$ cat src/rtl/db_mac_seq.sv
// Sequencer plus signed fixed-point MAC sitting on the data bank ports:
// reads A[base_a+i] and B[base_b+i], accumulates the products, writes sat(sum) to dst.
module db_mac_seq #(
  parameter int W     = 24,
  parameter int FRAC  = 12,
  parameter int ADDRW = 6,
  parameter int LENW  = 5
) (
  input  logic             clk,
  input  logic             rst_n,
  input  logic             start,
  input  logic [LENW-1:0]  len,
  input  logic [ADDRW-1:0] base_a,
  input  logic [ADDRW-1:0] base_b,
  input  logic [ADDRW-1:0] dst,
  output logic             busy,
  output logic             done,
  output logic [ADDRW-1:0] db_raddr_a,
  output logic [ADDRW-1:0] db_raddr_b,
  input  logic [W-1:0]     db_rdata_a,
  input  logic [W-1:0]     db_rdata_b,
  output logic             db_we,
  output logic [ADDRW-1:0] db_waddr,
  output logic [W-1:0]     db_wdata
);

  localparam int PW   = 2*W - FRAC;
  localparam int ACCW = PW + LENW;

  typedef enum logic [1:0] {IDLE, RUN, DRAIN, WRITE} state_t;

  state_t                  state, state_nx;
  logic [LENW-1:0]         len_q, i_q;
  logic [ADDRW-1:0]        base_a_q, base_b_q, dst_q;
  logic [ADDRW-1:0]        raddr_a_q, raddr_b_q;
  logic [ADDRW-1:0]        addr_a_cur, addr_b_cur;
  logic signed [W-1:0]     opa_p0, opb_p0;
  logic signed [2*W-1:0]   opa_ext_p0, opb_ext_p0, prod_full_p0;
  logic signed [PW-1:0]    prod_p1;
  logic                    vld_p1;
  logic signed [ACCW-1:0]  acc_p2;
  logic signed [ACCW-1:0]  prod_ext_p1;

  // Arithmetic shift right by FRAC, rounding toward minus infinity.
  function automatic logic signed [PW-1:0] shr_floor(input logic signed [2*W-1:0] x);
    return x[2*W-1:FRAC];
  endfunction

  // Clamp the wide accumulator into a W-bit signed word.
  function automatic logic [W-1:0] sat(input logic signed [ACCW-1:0] x);
    logic [ACCW-W:0] hi;
    hi = x[ACCW-1:W-1];
    if (!x[ACCW-1] && (|hi))
      return {1'b0, {(W-1){1'b1}}};
    else if (x[ACCW-1] && !(&hi))
      return {1'b1, {(W-1){1'b0}}};
    else
      return x[W-1:0];
  endfunction

  assign addr_a_cur   = base_a_q + ADDRW'(i_q);
  assign addr_b_cur   = base_b_q + ADDRW'(i_q);

  // Stage p0: operands arrive from the bank in the same cycle as the address
  assign opa_p0       = db_rdata_a;
  assign opb_p0       = db_rdata_b;
  assign opa_ext_p0   = {{W{opa_p0[W-1]}}, opa_p0};
  assign opb_ext_p0   = {{W{opb_p0[W-1]}}, opb_p0};
  assign prod_full_p0 = opa_ext_p0 * opb_ext_p0;

  // Stage p1 -> p2: registered product feeds the accumulator
  assign prod_ext_p1  = $signed({{(ACCW-PW){prod_p1[PW-1]}}, prod_p1});

  always_ff @(posedge clk or negedge rst_n) begin
    if (!rst_n) begin
      state     <= IDLE;
      len_q     <= '0;
      i_q       <= '0;
      base_a_q  <= '0;
      base_b_q  <= '0;
      dst_q     <= '0;
      raddr_a_q <= '0;
      raddr_b_q <= '0;
      prod_p1   <= '0;
      vld_p1    <= 1'b0;
      acc_p2    <= '0;
    end else begin
      state  <= state_nx;
      vld_p1 <= (state == RUN);
      if (state == RUN)
        prod_p1 <= shr_floor(prod_full_p0);

      if (state == IDLE && start)
        acc_p2 <= '0;
      else if (vld_p1)
        acc_p2 <= acc_p2 + prod_ext_p1;

      case (state)
        IDLE: begin
          if (start) begin
            dst_q <= dst;
            if (len != '0) begin
              len_q    <= len;
              base_a_q <= base_a;
              base_b_q <= base_b;
              i_q      <= '0;
            end
          end
        end
        RUN: begin
          i_q       <= i_q + LENW'(1);
          raddr_a_q <= addr_a_cur;
          raddr_b_q <= addr_b_cur;
        end
        default: ;
      endcase
    end
  end

  always_comb begin
    state_nx   = state;
    busy       = (state != IDLE);
    done       = 1'b0;
    db_we      = 1'b0;
    db_waddr   = '0;
    db_wdata   = '0;
    db_raddr_a = raddr_a_q;
    db_raddr_b = raddr_b_q;
    case (state)
      IDLE: begin
        if (start)
          state_nx = (len == '0) ? WRITE : RUN;
      end
      RUN: begin
        db_raddr_a = addr_a_cur;
        db_raddr_b = addr_b_cur;
        if (i_q == len_q - LENW'(1))
          state_nx = DRAIN;
      end
      DRAIN: state_nx = WRITE;
      WRITE: begin
        state_nx = IDLE;
        done     = 1'b1;
        db_we    = 1'b1;
        db_waddr = dst_q;
        db_wdata = sat(acc_p2);
      end
      default: state_nx = IDLE;
    endcase
  end

endmodule

$ cat config.mk
export PLATFORM = sky130hd
export DESIGN_NAME = db_mac_seq
export DESIGN_NICKNAME = d
export VERILOG_FILES = /design/src/rtl/db_mac_seq.sv
export SDC_FILE = /design/constraint.sdc
export NUM_CORES = 2
export LEC_CHECK = 0
export ABC_AREA = 1
export CAP_MARGIN = 20
export CELL_PAD_IN_SITES_DETAIL_PLACEMENT = 1
export CELL_PAD_IN_SITES_GLOBAL_PLACEMENT = 1
export CORE_MARGIN = 2
export CORE_UTILIZATION = 35
export DETAILED_ROUTE_END_ITERATION = 8
export HOLD_SLACK_MARGIN = 0.06
export PLACE_DENSITY = 0.66
export SLEW_MARGIN = 20
export SYNTH_ARGS = -nofsm -noshare
export SYNTH_HDL_FRONTEND = slang
export SYNTH_SLANG_ARGS = --single-unit
$ cat constraint.sdc
create_clock -name clk -period 4.8 [get_ports clk]
set_input_delay 0.96 -clock clk [delete_from_list [all_inputs] [get_ports clk]]
set_output_delay 0.96 -clock clk [all_outputs]
set_load 0.01 [all_outputs]
==> flow_summary_export.csv <==
group,metric,value,unit
run_status,run_status,"finished with violations",
run_status,violations_in_the_final_reports,"setup timing",
synthesis,synth_edf_count,0,
global_route,grt_max_degree,65,
worst_setup_path,critical-path-top-cell-by-count,"fa_1",
synthesis,post_synth_instance_area,30300,µm²
worst_setup_path,r2r_setup_slack,1.86,ns
sta,post-route-period-util,135,%
routing,first_pass_iters,5,
clock_tree,clockRootBuffer,"clkbuf_16",
sta,maxSlewViolCount,0,
floorplanning,fp.dieArea,88900,µm²
finish,share_of_post_route_cells_with_drive_strength_above_1,26.0,%
sta,fin_setup_tns,-53.01,ns
finish,final_core_util,48.7,%
synthesis,postSynth.topFlopCell,"dfrtp_1",
synthesis,ys_ff_latch,120,
sta,final.setup_skew,0.0143,ns
synthesis,avgSynthCellArea,7.56,µm²
worst_setup_path,worst-path-max-fanout,7,
synthesis,yosysWarnings,0,
placed_design,buffer_ports.inserted,118,
worst_setup_path,setup.worst_path.end,"prod_p1[31]",
sta,worstMarginPinSlew,0.881,ns
global_route,grt_pass1_wl,181000,µm
placed_design,hpwlAfterDp,85400,µm
finish,final_common_cell,"nand2_1",
sta,report.final.setup_viol,36,
worst_hold_path,hold_path_class,"register to register",
routing,avgRoutedWirePerCell,20.1,µm
routing,vias,27900,
run,timing.max_cap.violations,0,
global_route,grt.total_usage,26.2,%
finish,finish.net_count,5427,
floorplanning,io_pins,119,
clock_tree,clk-insertion-delay-late,0.45,ns
clock_tree,numClockSinks,120,
worst_setup_path,worst_path_max_delay_cell,"fa_1",
floorplanning,placement_rows,107,
routing,number_of_remaining_drc_errors,0,
synthesis,ys_seq_area_share,9.91,%
finish,area.sequential,3000,µm²
worst_setup_path,worst-path-buf-inv,11,
clock_tree,cts_tree,"built",
global_route,grt_overflow_total,0,
finish,layout.filler_cells,10300,
sta,finalHoldViolations,0,
worst_hold_path,hold_sp,"raddr_b_q[0]",
sta,fin_ws,-1.69,ns
floorplanning,die_w,298,µm
worst_setup_path,startpoint,"db_rdata_a[16]",
clock_tree,ctsLongestPathBuffers,2,
clock_tree,cts_made_buffers,17,
worst_setup_path,worst_ep_required_time,5.14,ns
worst_setup_path,number_of_cells_on_the_worst_reg_to_reg_path,13,
synthesis,post_synth_num_cell_types,46,
worst_setup_path,arrival_time_of_the_worst_setup_path,6.83,ns
floorplanning,core_area,85400,µm²
clock_tree,path_clk_slew,0.06,ns
finish,synthToLayoutAreaGrowth,37.2,%
worst_setup_path,cp_depth,29,
worst_setup_path,criticalPathCategory,"primary input to register",
sta,whs,0.482,ns
routing,routed_via_density,4.88,
worst_setup_path,critical_path.startpoint_type,"primary input",
worst_setup_path,setup.worst_path.end_class,"register",
finish,multi_input_area,25400,µm²
placed_design,place_ws,-2.57,ns
routing,finalWirelength,115000,µm
placed_design,final_weighted_congestion_in_routability_driven_placement,0.881,
floorplanning,vert_die_dim,298,µm
worst_setup_path,r2r-end,"acc_p2[28]",
worst_setup_path,timing.critical_path.slowest_cell_delay,0.58,ns
synthesis,proportion_of_synthesized_flip_flops_having_asynchronous_set_or_reset,100,%
global_route,grt_antenna_before_repair,2,
sta,maxClockFrequency,0.154,GHz
finish,top_library_cells_by_usage_in_the_layout_fill_and_taps_aside,"nand2_1, inv_1, fa_1",
clock_tree,htree_levels,4,
sta,max-slew-margin-rel,41.2,%
worst_setup_path,reg2reg_from,"acc_p2[0]",
synthesis,syn-instance-count,4010,
routing,remaining_number_of_nets_flagged_by_the_antenna_check_after_routing,0,
routing,drt_iter0_drc,1493,
floorplanning,floorplan.initialDensity,35.5,%
worst_setup_path,crit_family,"adder cells",
global_route,via_count_of_the_first_global_routing_pass,31700,
sta,min_period,6.49,ns
sta,rsz0062_at_grt,"yes",
synthesis,net_count_of_the_mapped_netlist,4880,
-- stage by stage --
step | cells | cell area, µm²
6_report | 5715 | 41600
3_3_place_gp | 5499 | 36800
3_5_place_dp | 5499 | 36800
5_1_grt | 5714 | 41600
2_1_floorplan | 4010 | 31700
4_1_cts | 5676 | 40700
-- metal layers --
metal / vias to the layer above / share of wire, % / GRT usage [%]
met5: - / 0.010 / 0
met4: 2 / 3.3 / 6.98
met3: 236 / 4.9 / 3.44
met2: 611 / 50 / 46.5
met1: 14200 / 42 / 33.4
li1: 12800 / - / -
-- worst reg2reg max path, stage by stage, from the launching register on --
cell     delay (ns)
dfrtp_1        0.36
ha_1           0.25
inv_1          0.08
fa_1           0.40
inv_1          0.19
nand3_1        0.10
nand2_1        0.23
nand2_1        0.08
nand2_1        0.23
inv_2          0.11
o21ai_1        0.36
nand2_1        0.19
a21oi_1        0.18
o21ai_1        0.08
-- worst min path at each step --
stage	endpoint	slack (ns)	cells after the start
4_1_cts	raddr_b_q[0]	0.48	2
2_1_floorplan	dst_q[0]	0.45	2
3_3_place_gp	raddr_a_q[0]	0.46	2
6_report	raddr_b_q[0]	0.48	2
3_5_place_dp	raddr_b_q[0]	0.47	2
5_1_grt	base_b_q[2]	0.51	2
-- synth_stat cells, drive strengths merged (2+ instances only) --
library cell / count / area share (%)
or2: 12 / 0.25
and3: 2 / 0.041
nor2: 204 / 2.6
o211ai: 2 / 0.050
o21bai: 14 / 0.35
nor3: 28 / 0.50
a21o: 8 / 0.20
inv: 1058 / 13
a21oi: 149 / 2.5
dfrtp: 120 / 9.9
nand4: 25 / 0.52
nor4: 6 / 0.12
xor2: 17 / 0.49
o21ai: 140 / 2.3
nand3: 112 / 1.9
fa: 609 / 40
o22ai: 12 / 0.25
ha: 187 / 7.7
and2: 2 / 0.041
a21boi: 5 / 0.12
buf: 7 / 0.12
clkinv: 4 / 0.050
clkbuf: 114 / 1.4
o21a: 5 / 0.12
a31oi: 7 / 0.14
xnor2: 18 / 0.52
nand2: 1133 / 14
nand3b: 6 / 0.15
-- layout make-up --
class	count	area share, %
clock buffers	18	1.03
clock inverters	14	0.533
diodes	1	0.00602
repair buffers	649	17.0
inverters	1062	9.64
multi-input cells	2707	61.1
well taps	1144	3.44
flip-flops and latches	120	7.23
-- state kept, by name (all words and copies together), names as in the netlist, 6 cells and up --
signal and flops:
raddr_b_q 6, base_a_q 6, acc_p2 41, prod_p1 36, raddr_a_q 6, dst_q 6, base_b_q 6
-- cell families (layout without fill, tap and decap cells) --
kind of cell | Yosys count | after routing | synth area share, %
xor+xnor | 35 | 35 | 1.01
buf+inv | 1183 | 1743 | 14.7
flops | 120 | 120 | 9.91
other cells | 0 | 1 | 0
compound gates | 344 | 344 | 6.12
fa+ha+maj | 796 | 796 | 48.0
simple gates | 1532 | 1532 | 20.3
-- timing repair --
item | in CTS | in global routing
endpoints found under the hold margin | 0 | 0
hold buffers | 0 | 0
cloned | 28 | 2
pin swaps | 303 | 130
resized for setup | 701 | 199
setup endpoints to repair | 36 | 36
setup buffers | 120 | 39
Power is not shown: default switching activity piles up to over one toggle a cycle in this logic, so the estimate is an artifact.
